--- src/rtl/stopwatch_pkg.sv ---
// Shared types and elaboration-time helpers for the stopwatch control slice.
package stopwatch_pkg;

    typedef enum logic [1:0] {
        IDLE = 2'd0,
        RUN  = 2'd1,
        LAP  = 2'd2,
        STOP = 2'd3
    } state_t;

    function automatic int clog2(input int value);
        int result;
        longint span;
        result = 0;
        span   = 1;
        while (span < longint'(value)) begin
            span   = span * 2;
            result = result + 1;
        end
        return result;
    endfunction

    function automatic int calc_div(input int clk_hz, input int tick_hz);
        return clk_hz / tick_hz;
    endfunction

endpackage

--- src/rtl/tick_prescaler.sv ---
// Mod-DIV prescaler: advances while run is high and emits a registered
// one-cycle tick on the cycle after the count wraps from DIV-1.
module tick_prescaler
    import stopwatch_pkg::*;
#(
    parameter int DIV = 10
) (
    input  logic clk,
    input  logic rst,
    input  logic run,
    input  logic clr,
    output logic tick
);

    localparam int W = clog2(DIV);
    localparam logic [W-1:0] LAST = W'(DIV - 1);

    logic [W-1:0] count;

    // clr dominates run; with neither asserted the partial period is retained
    always_ff @(posedge clk or posedge rst) begin
        if (rst) begin
            count <= '0;
            tick  <= 1'b0;
        end else begin
            tick <= 1'b0;
            if (clr) begin
                count <= '0;
            end else if (run) begin
                if (count == LAST) begin
                    count <= '0;
                    tick  <= 1'b1;
                end else begin
                    count <= count + 1'b1;
                end
            end
        end
    end

endmodule

--- src/rtl/stopwatch_ctrl_fsm.sv ---
// Stopwatch control sequencer: button edge detection, IDLE/RUN/LAP/STOP state
// machine and registered control pulses for the counter and display path.
module stopwatch_ctrl_fsm
    import stopwatch_pkg::*;
#(
    parameter int CLK_HZ  = 100_000_000,
    parameter int TICK_HZ = 100
) (
    input  logic       clk,
    input  logic       rst,
    input  logic       ss_btn,
    input  logic       lap_btn,
    input  logic       cnt_max,
    output logic       cnt_tick,
    output logic       cnt_clr,
    output logic       lap_latch,
    output logic       disp_hold,
    output logic [1:0] state_o
);

    localparam int DIV = calc_div(CLK_HZ, TICK_HZ);

    state_t state;
    state_t state_next;
    logic   ss_q;
    logic   lap_q;
    logic   ss_press;
    logic   lap_press;
    logic   clr_next;
    logic   latch_next;
    logic   running_now;
    logic   running_next;
    logic   run_en;
    logic   prescale_clr;

    // Presses are registered, so a press seen at one edge acts at the next
    always_ff @(posedge clk or posedge rst) begin
        if (rst) begin
            ss_q      <= 1'b0;
            lap_q     <= 1'b0;
            ss_press  <= 1'b0;
            lap_press <= 1'b0;
            state     <= IDLE;
            cnt_clr   <= 1'b0;
            lap_latch <= 1'b0;
            disp_hold <= 1'b0;
        end else begin
            ss_q      <= ss_btn;
            lap_q     <= lap_btn;
            ss_press  <= ss_btn & ~ss_q;
            lap_press <= lap_btn & ~lap_q;
            state     <= state_next;
            cnt_clr   <= clr_next;
            lap_latch <= latch_next;
            disp_hold <= (state_next == LAP);
        end
    end

    // ss outranks lap everywhere; a saturated counter blocks restart from STOP
    always_comb begin
        state_next = state;
        clr_next   = 1'b0;
        latch_next = 1'b0;
        unique case (state)
            IDLE: begin
                if (ss_press) begin
                    state_next = RUN;
                end else if (lap_press) begin
                    clr_next = 1'b1;
                end
            end
            RUN: begin
                if (ss_press || cnt_max) begin
                    state_next = STOP;
                end else if (lap_press) begin
                    state_next = LAP;
                    latch_next = 1'b1;
                end
            end
            LAP: begin
                if (ss_press || cnt_max) begin
                    state_next = STOP;
                end else if (lap_press) begin
                    state_next = RUN;
                end
            end
            STOP: begin
                if (ss_press && !cnt_max) begin
                    state_next = RUN;
                end else if (lap_press) begin
                    state_next = IDLE;
                    clr_next   = 1'b1;
                end
            end
            default: state_next = IDLE;
        endcase
    end

    // The prescaler only advances on edges that stay inside RUN/LAP
    assign running_now  = (state == RUN) || (state == LAP);
    assign running_next = (state_next == RUN) || (state_next == LAP);
    assign run_en       = running_now && running_next && !cnt_max;
    assign prescale_clr = (state_next == IDLE);
    assign state_o      = state;

    tick_prescaler #(
        .DIV(DIV)
    ) u_prescaler (
        .clk (clk),
        .rst (rst),
        .run (run_en),
        .clr (prescale_clr),
        .tick(cnt_tick)
    );

endmodule

--- config.mk ---
export PLATFORM = sky130hd
export DESIGN_NAME = stopwatch_ctrl_fsm
export DESIGN_NICKNAME = d
export VERILOG_FILES = /design/src/rtl/stopwatch_pkg.sv /design/src/rtl/tick_prescaler.sv /design/src/rtl/stopwatch_ctrl_fsm.sv
export SDC_FILE = /design/constraint.sdc
export NUM_CORES = 1
export LEC_CHECK = 0
export ABC_AREA = 1
export BUFFER_PORTS_ARGS = -buffer_cell sky130_fd_sc_hd__buf_2
export CAP_MARGIN = 40
export CORE_MARGIN = 3
export CORE_UTILIZATION = 54
export CTS_CLUSTER_SIZE = 28
export DETAILED_ROUTE_END_ITERATION = 16
export PLACE_DENSITY = 0.75
export SLEW_MARGIN = 10
export SYNTH_ARGS = -nofsm -noshare
export SYNTH_HDL_FRONTEND = slang
export SYNTH_SLANG_ARGS = --single-unit
--- constraint.sdc ---
create_clock -name clk -period 2.3 [get_ports clk]
set_input_delay 0.69 -clock clk [delete_from_list [all_inputs] [get_ports clk]]
set_output_delay 0.69 -clock clk [all_outputs]
set_load 0.005 [all_outputs]
## Word level (Yosys, flattened, before mapping)

Index checks and enable logic that the tools add are counted.

| storage, ports and cells | value |
|---|---|
| register bits after elaboration | 30 |
| bits of input ports | 5 |
| output and inout bits | 6 |

| cells by class | value |
|---|---|
| $add $sub $neg | 1 |
| equal/unequal tests | 6 |
| mux-type cells | 20 |
| bitwise gates (word level) | 4 |
| reductions and logical operators | 10 |

Operators by type and width:

| kind | count |
|---|---|
| $mux W20 | 3 |
| $add A20 B1 Y20 const B | 1 |
| $eq A20 B20 Y1 const B | 1 |
| $mux W2 | 7 |
| $mux W1 | 8 |
| $pmux W2 S4 | 1 |
| $eq A2 B2 Y1 const B | 3 |
| $eq A2 B1 Y1 const B | 2 |
| $logic_not A2 Y1 | 2 |
| $logic_and A1 B1 Y1 | 3 |
| $logic_or A1 B1 Y1 | 3 |
| $and A1 B1 Y1 | 2 |
| $not A1 Y1 | 2 |
| $pmux W1 S2 | 1 |
| $reduce_bool A2 Y1 | 1 |
| $logic_not A1 Y1 | 1 |

## Depth between registers and ports, before layout

| logic depth | value |
|---|---|
| word-level depth | 10 |
| depth in mapped cells | 15 |
| depth with buffers taken out | 15 |

## Modules after synthesis

A second synthesis with hierarchy kept.

| second synthesis, totals | value |
|---|---|
| cell total of the unflattened synthesis | 242 |
| area, all modules | 1,778.0 µm² |

Modules (own cells, without submodules):

| module | instances | cells each | area an instance (µm²) | sequential area each (µm²) |
|---|---|---|---|---|
| tick_prescaler | 1 | 178 | 1,257.5 | 525.5 |
| stopwatch_ctrl_fsm | 1 | 64 | 520.5 | 225.2 |

## Least setup slack after synthesis

Ideal clock, no wire load.

| timing path | value |
|---|---|
| path kind | input to register |
| start | in cnt_max |
| end | reg u_prescaler.count[2] |
| library setup time | 110 ps |
| arrival | 2,229 ps |
| data required time | 2,190 ps |
| slack | -39 ps |
| cell stages on the path | 14 |
| path buffers | 1 |
| cell sequence | inv_1 nand2_1 o21ai_0 nand2_1 a21oi_1 nand2_1 nand2_1 ha_1 nand3_1 nand2_1 inv_1 buf_2 nand2_1 o41ai_1 |

| on the way | value |
|---|---|
| longest elaborated chain between the ends | 9 |
| elaborated cells on any way between the ends | 15 |
| those cells by class | eq/ne (2); mux (5); reduce/logical (8) |

Ends and longest elaborated chain:

| item | line | RTL |
|---|---|---|
| start, declared | stopwatch_ctrl_fsm.sv:13 | `input logic cnt_max,` |
| $logic_not A1 Y1 | stopwatch_ctrl_fsm.sv:88, stopwatch_ctrl_fsm.sv:102 |  |
| $logic_and A1 B1 Y1 | stopwatch_ctrl_fsm.sv:88 | `if (ss_press && !cnt_max) begin` |
| $mux W2 | stopwatch_ctrl_fsm.sv:88 |  |
| $pmux W2 S4 | stopwatch_ctrl_fsm.sv:64 | `unique case (state)` |
| $eq A2 B1 Y1 or $eq A2 B2 Y1 (tied branches) | stopwatch_ctrl_fsm.sv:101 | `assign running_next = (state_next == RUN) \|\| (state_next == LAP);` |
| $logic_or A1 B1 Y1 | stopwatch_ctrl_fsm.sv:101 |  |
| $logic_and A1 B1 Y1 (2 in series) | stopwatch_ctrl_fsm.sv:102 | `assign run_en = running_now && running_next && !cnt_max;` |
| $reduce_bool A2 Y1 (no line) | - |  |
| end signal, assigned | tick_prescaler.sv:34 | `count <= count + 1'b1;` |
| end, declared | tick_prescaler.sv:18 | `logic [W-1:0] count;` |

Several ways; a longest one is shown, not always the timed one.
A chain may end at the register's enable or synchronous reset.

## Worst setup path after layout

| timing path | value |
|---|---|
| start | reg state[1] (netlist: state_o[1]) |
| end | reg u_prescaler.count[8] |

| on the way | value |
|---|---|
| longest elaborated chain between the ends | 8 |
| elaborated cells on any way between the ends | 21 |
| those cells by class | eq/ne (5); mux (9); reduce/logical (7) |

Ends and longest elaborated chain:

| item | line | RTL |
|---|---|---|
| start, declared | stopwatch_ctrl_fsm.sv:23 | `state_t state;` |
| start signal, assigned | stopwatch_ctrl_fsm.sv:52 | `state <= state_next;` |
| $mux W2 (on tied branches) | stopwatch_ctrl_fsm.sv:90, stopwatch_ctrl_fsm.sv:75, stopwatch_ctrl_fsm.sv:83 |  |
| $mux W2 (on tied branches) | stopwatch_ctrl_fsm.sv:88, stopwatch_ctrl_fsm.sv:73, stopwatch_ctrl_fsm.sv:81 |  |
| $pmux W2 S4 * | stopwatch_ctrl_fsm.sv:64 |  |
| named net state_next[1] | stopwatch_ctrl_fsm.sv:24 | `state_t state_next;` |
| $eq A2 B1 Y1 or $eq A2 B2 Y1 (tied branches) | stopwatch_ctrl_fsm.sv:101 |  |
| $logic_or A1 B1 Y1 | stopwatch_ctrl_fsm.sv:101 |  |
| $logic_and A1 B1 Y1 (2 in series) | stopwatch_ctrl_fsm.sv:102 |  |
| $reduce_bool A2 Y1 (no line) | - |  |

Mark *: on every way through the listed nets, which the timed path passes. The rest lies on a longest branch.

==> flow_summary.json <==
{
  "status": "finished clean",
  "netlist_area_um2": 1750,
  "die_area_um2": 3960,
  "cp_num_buf_inv": 5,
  "max_stage_delay_ns": 0.45,
  "synthArstFlopShare_pct": 100,
  "critPathMostFrequentCell": "inv_1",
  "startpoint_type": "flop",
  "synth_cell_types": 27,
  "slew_violations": 0,
  "crit_start": "state_o[1]",
  "synth_nets": 244,
  "final_hold_viol_count": 0,
  "synth_top_area_share_pct": 42.9,
  "drc": 0,
  "cts_buffers": 5,
  "synth_area_per_cell_um2": 7.57,
  "fin_hold_ws_ns": 0.387,
  "fin_skew_ns": 0.0163,
  "dp_hpwl_mm": 2.57,
  "drtIter0Drc": 102,
  "critPathSlowestCell": "dfrtp_2",
  "wire_per_inst_um": 11.2,
  "io_buffers": 10,
  "r2r_start": "state_o[1]",
  "num_rows": 20,
  "synth_flop_cell": "dfrtp_1",
  "grt_use_total_pct": 20.0,
  "power_mw": 2.08,
  "crit_fanout": 8,
  "grt_max_degree": 31,
  "cts_hold_buf": 0,
  "ctsHtreeMaxLevel": 2,
  "synth_common_cells": "nand2_1 (60), nor2_1 (41), dfrtp_1 (30)",
  "cp-end-kind": "flop",
  "multi_input_area_um2": 907,
  "hold_path.class": "flop to flop",
  "synth_area_leaders": "dfrtp_1 (43%), nand2_1 (13%), nor2_1 (8.8%)",
  "via_per_inst": 4.86,
  "clk_pin_slew_ns": 0.10,
  "crit_family": "simple AND/OR/NAND/NOR gates",
  "powerDensity_nw_per_um2": 1000,
  "final-setup-viol-count": 0,
  "required_ns": 2.53,
  "drt_wl_total_mm": 3.46,
  "globalRouteOverflowTotal": 0,
  "ys_ff_latch": 30,
  "maxSlewHeadroom_pct": 75.5,
  "vias": 1501,
  "seqCellArea_um2": 753,
  "postLayoutCoreUtil_pct": 67.1,
  "dp.cells": 299,
  "grt_pass1_vias": 1455,
  "diodes": 0,
  "cap_violations": 0,
  "clock_path_buffers": 2,
  "seq_area_frac_synth_pct": 42.9,
  "synth_warnings": 0,
  "crit_arrival_ns": 2.45,
  "ant_nets": 0,
  "cts_tree": "yes",
  "min-delay-start": "lap_q",
  "core-area_um2": 3080,
  "drive_gt1_share_pct": 21.5,
  "cts-root-buf": "clkbuf_4",
  "worst_pin_slew_ns": 0.367,
  "synthCells": 231,
  "p_leak_nw": 0.989,
  "synth.most_common_cell": "nand2_1",
  "drtPass1Iterations": 4,
  "place_congestion": 0.870,
  "fillCellCount": 265,
  "nets": 277,
  "grt_pass1_wl_mm": 6.29,
  "die-width_um": 62.9,
  "synth_edf_count": 0,
  "io_pins": 11,
  "cts_sinks": 30,
  "die_h_um": 62.9,
  "worstPathCellList": "inv_2 > ha_1 > inv_1 > nor3_1 > inv_1 > nand2_1 > inv_1 > ha_1 > nand3_2 > buf_4 > or2_4 > nand2_4 > nor2_1",
  "min_period_ns": 2.21,
  "yosys.area.top_type": "dfrtp_1",
  "syn_to_final_growth_pct": 18.2,
  "clk-insertion-delay-late_ns": 0.33,
  "antenna_found_initial": 0,
  "fmax_mhz": 452,
  "stdcell_count": 309,
  "crit_type": "flop to flop",
  "period_share_pct": 96.3,
  "max-vdd-ir-drop_v": 0.000652,
  "start_util_pct": 56.8
}
cells in the final DEF, fill, tap and decap left out, types with 3 or more instances in the layout:
cell type,count
a21oi_1,6
buf_2,10
buf_4,17
clkbuf_4,5
dfrtp_1,28
ha_1,7
inv_1,26
inv_2,4
nand2_1,59
nand3_1,16
nor2_1,38
nor2_2,4
nor2_4,4
o21ai_0,9
o21bai_1,3
xor2_1,5
cells by family (layout without fill, tap and decap cells):
| family | Yosys count | count (layout) | synth area share (%) |
|---|---|---|---|
| flip-flops | 30 | 30 | 42.9 |
| AND/OR/NAND/NOR | 131 | 131 | 33.0 |
| adder cells (fa/ha/maj) | 8 | 8 | 5.73 |
| buffers and inverters | 31 | 65 | 6.73 |
| AO/OA/AOI/OAI | 24 | 24 | 8.09 |
| XOR/XNOR | 7 | 7 | 3.51 |
state kept, by name, indices dropped and copies added (netlist names):
register	count
cnt_clr	1
ss_q	1
lap_press	1
lap_q	1
lap_latch	1
state_o	2
ss_press	1
disp_hold	1
u_prescaler.count	20
u_prescaler.tick	1
stage by stage:
step                cell area, µm²  setup TNS [ns]  worst slack (ns)
finish                        2070               0            0.0861
global route                  2070          -0.444           -0.0510
CTS                           2020               0           0.00838
detailed placement            1960           -3.21            -0.220
global placement              1960           -1.58            -0.119
floorplan                     1750               0           0.00217
worst register-to-register path: stages, from the launching register on:
cell and delay (ns):
dfrtp_2 0.45, inv_2 0.10, ha_1 0.18, inv_1 0.08, nor3_1 0.13, inv_1 0.06
nand2_1 0.10, inv_1 0.05, ha_1 0.28, nand3_2 0.11, buf_4 0.17, or2_4 0.25
nand2_4 0.12, nor2_1 0.05
layer usage:
layer	GRT usage, %	wire length (µm)	vias up
met2	30.4	1540	27
met3	4.86	139	9
met1	26.4	1700	676
met4	9.92	87	0
li1	-	-	789
met5	0	0	-
final cells by class:
type,count,share of cell area [%]
timing repair buffer,27,8.60
clock inverter,1,0.242
tap,44,2.67
inverter,30,5.45
sequential,30,36.5
clock buffer,7,2.67
multi-input combinational,170,43.9
where the power goes:
group	switching [mW]	internal [mW]	total, mW
clock	0.180	0.148	0.328
sequential	0.0396	0.574	0.614
combinational	0.648	0.486	1.13
path summary, 6_finish.rpt:
| check | slack [ns] | to | depth (start not counted) |
|---|---|---|---|
| min reg2reg | 0.39 | lap_press | 1 |
| max | 0.09 | u_prescaler.count[8] | 13 |
| max reg2reg | 0.09 | u_prescaler.count[8] | 13 |
| max in group asynchronous | 1.59 | state_o[0] | 3 |
| min | 0.39 | lap_press | 1 |
| min in group asynchronous | 0.41 | u_prescaler.count[6] | 3 |
repair_timing:
item,CTS,global route
setup buffers,0,2
setup endpoints to repair,0,20
resized for setup,0,13
Power figures use the tool's default switching activity.
